<file path="src/rtl/pipe_pkg.sv">
// Shared types for the inter-stage pipeline buffer.
// Occupancy state encoding and count width.
package pipe_pkg;

    localparam int PIPE_CNT_W = 2;

    typedef enum logic [1:0] {
        ST_EMPTY = 2'd0,
        ST_BUSY  = 2'd1,
        ST_FULL  = 2'd2
    } pipe_state_t;

endpackage

</file>
<file path="src/rtl/pipe_entry_reg.sv">
// One payload slot of the pipeline buffer: load enable,
// synchronous clear and asynchronous reset to zero.
module pipe_entry_reg
    import pipe_pkg::*;
#(
    parameter int WIDTH = 32
) (
    input  logic             clock,
    input  logic             reset,
    input  logic             i_load,
    input  logic             i_clear,
    input  logic [WIDTH-1:0] i_data,
    output logic [WIDTH-1:0] o_data
);

    logic [WIDTH-1:0] r_data;

    always_ff @(posedge clock or posedge reset) begin
        if (reset) begin
            r_data <= '0;
        end else if (i_clear) begin
            r_data <= '0;
        end else if (i_load) begin
            r_data <= i_data;
        end
    end

    assign o_data = r_data;

endmodule

</file>
<file path="src/rtl/pipe_stage_buf.sv">
// Valid/ready pipeline register, optional 2-entry skid buffer.
// Define BUBBLE_ZERO_EN to zero out_data and entries on bubbles/flush.
module pipe_stage_buf
    import pipe_pkg::*;
#(
    parameter int WIDTH = 32,
    parameter bit SKID  = 1'b1
) (
    input  logic                  clock,
    input  logic                  reset,
    input  logic                  in_valid,
    output logic                  in_ready,
    input  logic [WIDTH-1:0]      in_data,
    output logic                  out_valid,
    input  logic                  out_ready,
    output logic [WIDTH-1:0]      out_data,
    input  logic                  flush,
    output logic [PIPE_CNT_W-1:0] count
);

    pipe_state_t      r_state;
    pipe_state_t      w_next;
    logic             w_in_xfer;
    logic             w_out_xfer;
    logic             w_main_load;
    logic             w_skid_load;
    logic             w_clear;
    logic [WIDTH-1:0] w_main_d;
    logic [WIDTH-1:0] w_main_q;
    logic [WIDTH-1:0] w_skid_q;

    assign w_in_xfer  = in_valid & in_ready;
    assign w_out_xfer = out_valid & out_ready;

    always_ff @(posedge clock or posedge reset) begin
        if (reset) begin
            r_state <= ST_EMPTY;
        end else begin
            r_state <= w_next;
        end
    end

    always_comb begin
        w_next = r_state;
        unique case (r_state)
            ST_EMPTY: begin
                if (w_in_xfer) w_next = ST_BUSY;
            end
            ST_BUSY: begin
                if (w_in_xfer && !w_out_xfer) begin
                    w_next = SKID ? ST_FULL : ST_BUSY;
                end else if (!w_in_xfer && w_out_xfer) begin
                    w_next = ST_EMPTY;
                end
            end
            ST_FULL: begin
                if (w_out_xfer) w_next = ST_BUSY;
            end
            default: w_next = ST_EMPTY;
        endcase
        if (flush) w_next = ST_EMPTY;
    end

    // With SKID, in_ready is a pure function of state to cut the stall path.
    always_comb begin
        out_valid = (r_state != ST_EMPTY);
        if (SKID) begin
            in_ready = (r_state != ST_FULL) & ~reset;
        end else begin
            in_ready = (~out_valid | out_ready) & ~reset;
        end
        unique case (r_state)
            ST_EMPTY: count = 2'd0;
            ST_BUSY:  count = 2'd1;
            ST_FULL:  count = 2'd2;
            default:  count = 2'd0;
        endcase
    end

    always_comb begin
        w_main_load = 1'b0;
        w_skid_load = 1'b0;
        w_main_d    = in_data;
        if (!flush) begin
            unique case (r_state)
                ST_EMPTY: w_main_load = w_in_xfer;
                ST_BUSY: begin
                    w_main_load = w_in_xfer & w_out_xfer;
                    w_skid_load = w_in_xfer & ~w_out_xfer;
                end
                ST_FULL: begin
                    w_main_load = w_out_xfer;
                    w_main_d    = w_skid_q;
                end
                default: w_main_load = 1'b0;
            endcase
        end
    end

`ifdef BUBBLE_ZERO_EN
    assign w_clear  = flush;
    assign out_data = out_valid ? w_main_q : '0;
`else
    assign w_clear  = 1'b0;
    assign out_data = w_main_q;
`endif

    pipe_entry_reg #(
        .WIDTH (WIDTH)
    ) u_main (
        .clock   (clock),
        .reset   (reset),
        .i_load  (w_main_load),
        .i_clear (w_clear),
        .i_data  (w_main_d),
        .o_data  (w_main_q)
    );

    if (SKID) begin : g_skid
        pipe_entry_reg #(
            .WIDTH (WIDTH)
        ) u_skid (
            .clock   (clock),
            .reset   (reset),
            .i_load  (w_skid_load),
            .i_clear (w_clear),
            .i_data  (in_data),
            .o_data  (w_skid_q)
        );
    end else begin : g_noskid
        assign w_skid_q = '0;
    end

endmodule

</file>
<file path="config.mk">
export PLATFORM = sky130hd
export DESIGN_NAME = pipe_stage_buf
export DESIGN_NICKNAME = d
export VERILOG_FILES = /design/src/rtl/pipe_pkg.sv /design/src/rtl/pipe_entry_reg.sv /design/src/rtl/pipe_stage_buf.sv
export SDC_FILE = /design/constraint.sdc
export NUM_CORES = 1
export LEC_CHECK = 0
export CORE_MARGIN = 4
export CORE_UTILIZATION = 45
export CTS_CLUSTER_SIZE = 40
export DETAILED_ROUTE_END_ITERATION = 6
export GPL_ROUTABILITY_DRIVEN = 0
export HOLD_SLACK_MARGIN = 0.05
export PLACE_DENSITY_LB_ADDON = 0.08
export RECOVER_POWER = 50
export SLEW_MARGIN = 20
export SYNTH_ARGS = -nofsm -noshare
export SYNTH_HDL_FRONTEND = slang
export SYNTH_SLANG_ARGS = --single-unit
</file>
<file path="constraint.sdc">
create_clock -name clock -period 2.7 [get_ports clock]
set_input_delay 0.54 -clock clock [delete_from_list [all_inputs] [get_ports clock]]
set_output_delay 0.54 -clock clock [all_outputs]
set_load 0.02 [all_outputs]
</file>
==> reports/qor.log <==
INFO  route          met3RoutedLength=424um
INFO  clock_tree     clock_tree.root_cell=clkbuf_8
INFO  yosys          synth_top_area_share=0.573
INFO  timing         timing.hold.ws=0.476ns
INFO  timing         timing_max_transition_violations_final=67
INFO  route          highest-signal-layer=met4
INFO  die            fp-row-count=28
INFO  yosys          ys_types=20
INFO  die            boundaryPins=73
INFO  clock_tree     cts-htree-levels=3
INFO  worst_setup_path reg2reg_depth=4
INFO  yosys          mappedNetlistNets=263
INFO  timing         finalClockSkew=0.00456ns
INFO  grt            grt_max_degree=67
INFO  placed_design  numPortBuffers=72
INFO  die            fp.dieH=88.0um
INFO  worst_setup_path critPathKind=in2reg
INFO  timing         fin_crit_sh=0.869
INFO  yosys          synth.largest_area_cell=dfrtp_1
INFO  timing         hold_viol_final=0
INFO  power_and_ir_drop power=0.00270W
INFO  clock_tree     clock_latency=0.34ns
INFO  power_and_ir_drop powerDensity=710mW/mm2
INFO  grt            global_route.overflow_total=0
INFO  yosys          dominantRegCellSynth=dfrtp_1
INFO  worst_setup_path timing.critical_path.from_type=input port
INFO  die            area_of_the_die=0.00775mm2
INFO  yosys          ys_warn_count=0
INFO  clock_tree     cts_tree=built
INFO  worst_setup_path r2r_slack=0.67ns
INFO  finish         sequential_cell_area=0.00165mm2
INFO  route          drt-met1-wl=2.43mm
INFO  clock_tree     numCtsBuffers=9
INFO  route          detail_route.iter0.violations=55
INFO  yosys          number_of_enable_flip_flop_cells_after_synthesis=0
INFO  die            start_util=0.475
INFO  yosys          synth_sequential_area_ratio=0.573
INFO  clock_tree     ctsHoldBuffers=0
INFO  yosys          post_synth_inst_count=226
INFO  worst_setup_path r2r_start=r_state[0]
INFO  finish         areaGrowthSynthToFinish=32.0%
INFO  timing         worst-slew-pin-transition=1.62ns
INFO  finish         post_route_cells_drive_above_1_share=0.179
INFO  power_and_ir_drop ir_worst_vdd=0.424mV
INFO  timing         layout_min_cycle_time=2.35ns
INFO  die            die_x=88.0um
INFO  clock_tree     postcts_resize_cnt=0
INFO  timing         maxSlewHeadroom=-0.0830
INFO  route          drt-wirelength-per-cell=14.4um
INFO  route          drc_violations_left=0
INFO  power_and_ir_drop static-leakage-power=1.66nW
INFO  grt            grt_antenna_before_repair=0
INFO  grt            first_global_vias=1915
INFO  die            core_area=0.00606mm2
INFO  min_path       whs_path_depth=2
INFO  clock_tree     post-cts-setup-buffer-count=0
INFO  min_path       min_to=u_main.o_data[29]
INFO  yosys          synth.ff_latch_count=66
INFO  route          via_per_inst=4.92
INFO  timing         setup-tns-final=0ns
INFO  placed_design  hpwlAfterDp=3.80mm
INFO  route          postRouteWirelength=5.52mm
INFO  finish         final.fill_count=506
INFO  worst_setup_path r2r_end=g_skid.u_skid.o_data[12]
INFO  yosys          syn-mean-instance-area=12.8um2
INFO  grt            gr-usage-all-layers=0.157
INFO  timing         setup-violations-final=0
INFO  grt            grt_first_pass_wirelength=9.19mm
INFO  clock_tree     cts.path.max_buffers=2
INFO  run_status     violations_in_the_final_reports=max-capacitance violations, max-slew violations
INFO  clock_tree     cts_num_sinks=66
INFO  clock_tree     path_clk_slew=0.07ns
INFO  route          antenna_violating_nets_post_route=0
INFO  yosys          syn-cell-area=0.00288mm2
INFO  min_path       hold_path.startpoint=u_main.o_data[29]
INFO  finish         non_filler_instance_count_after_layout=383
INFO  yosys          top_post_synthesis_cells_by_area=dfrtp_1 (57%), mux2_2 (13%), mux2i_1 (12%), o21ai_1 (5.0%), nand2_1 (4.2%)
INFO  finish         nets=340
INFO  run_status     result_of_the_run=finished, violations left
INFO  yosys          synthMostInstantiatedCell=dfrtp_1
INFO  placed_design  placedCellCount=367
INFO  timing         grt_setup_unrepaired=false
INFO  worst_setup_path worstPathArrival=2.57ns
INFO  finish         antenna_cells=0
INFO  yosys          synth_async_reset_ratio=1.00
INFO  finish         total_area_of_multi_input_combinational_cells=0.00109mm2
INFO  route          dr_wl_met2=2.56mm
INFO  timing         timing.fmax=426MHz
INFO  route          dr_total_vias=1885
INFO  flow_run       timing.max_cap.violations=1
INFO  worst_setup_path timing.critical_path.fanout_max=18
INFO  worst_setup_path cp-end-kind=flip-flop
INFO  worst_setup_path worstPathRequired=2.92ns
INFO  yosys          synth_top_cells_by_count=dfrtp_1 (66), mux2i_1 (34), mux2_2 (32), nand2_1 (32), o21ai_1 (29)
INFO  route          drt_pass1_iterations=4
INFO  min_path       worstHoldPathType=reg2reg
state kept, by name, summed over array words and instances, names as in the netlist:
signal / flops
u_main.o_data: 32
g_skid.u_skid.o_data: 32
r_state: 2
worst max-delay path, cell delays in order:
cell and delay, ns:
clkdlybuf4s50_1 0.50, and2b_1 0.25, nand3_2 0.10, clkbuf_1 0.74, mux2_2 0.41
cell type report:
type | instances | share of cell area
repair buffers | 79 | 0.200
clock buffers | 14 | 0.0427
multi-input cells | 145 | 0.287
clock inverters | 2 | 0.00921
well taps | 75 | 0.0247
inverters | 2 | 0.00197
flip-flops and latches | 66 | 0.434
logic make-up (layout without fill, tap and decap cells):
kind of cell,Yosys count,in the layout,share of synthesized area
muxes,66,66,0.243
DFF,66,66,0.573
and+or+nand+nor,44,44,0.0730
AOI/OAI and AO/OA,35,35,0.0677
buffers and inverters,15,97,0.0430
routing by layer:
metal / vias to the layer above / track usage
met5: - / 0
met4: 0 / 0.0659
met3: 10 / 0.0602
met2: 47 / 0.237
met1: 892 / 0.204
li1: 936 / -
worst max path at each step:
stage               from                  endpoint  slack [ns]  depth (start not counted)
2_1_floorplan      reset   g_skid.u_skid.o_data[0]        0.51                          1
3_3_place_gp       reset                  in_ready        0.46                          3
3_5_place_dp       reset                  in_ready        0.45                          3
4_1_cts            reset                  in_ready        0.45                          3
5_1_grt        out_ready  g_skid.u_skid.o_data[10]        0.23                          5
6_report           reset  g_skid.u_skid.o_data[12]        0.35                          5
power breakdown:
part / switching, W / internal (W) / total, W
clock: 0.000350 / 0.000477 / 0.000827
sequential: 0.0000934 / 0.00118 / 0.00127
combinational: 0.000277 / 0.000327 / 0.000604
total: 0.000721 / 0.00198 / 0.00270
stage by stage:
step	cell area [um2]	utilization	setup slack (ns)
after floorplan	2880	-	0.505
after global placement	3650	0.602	0.463
final	3800	0.628	0.354
after global routing	3800	0.628	0.226
after detailed placement	3650	0.602	0.454
after CTS	3840	0.634	0.451
cells in the final DEF (no fill, tap or decap), drive strengths merged:
cell           synthesis  routed
a31oi                  1       1
and2b                  4       4
and4bb                 1       1
buf                   13       3
bufinv                 0       1
clkbuf                 0      18
clkdlybuf4s50          0      72
clkinv                 0       2
dfrtp                 66      66
inv                    2       1
mux2                  32      32
mux2i                 34      34
nand2                 32      32
nand2b                 1       1
nand3                  1       1
nor2                   3       3
nor2b                  1       1
o21ai                 33      33
o22a                   1       1
or2                    1       1
No activity file was read; power rests on OpenSTA's default activity.
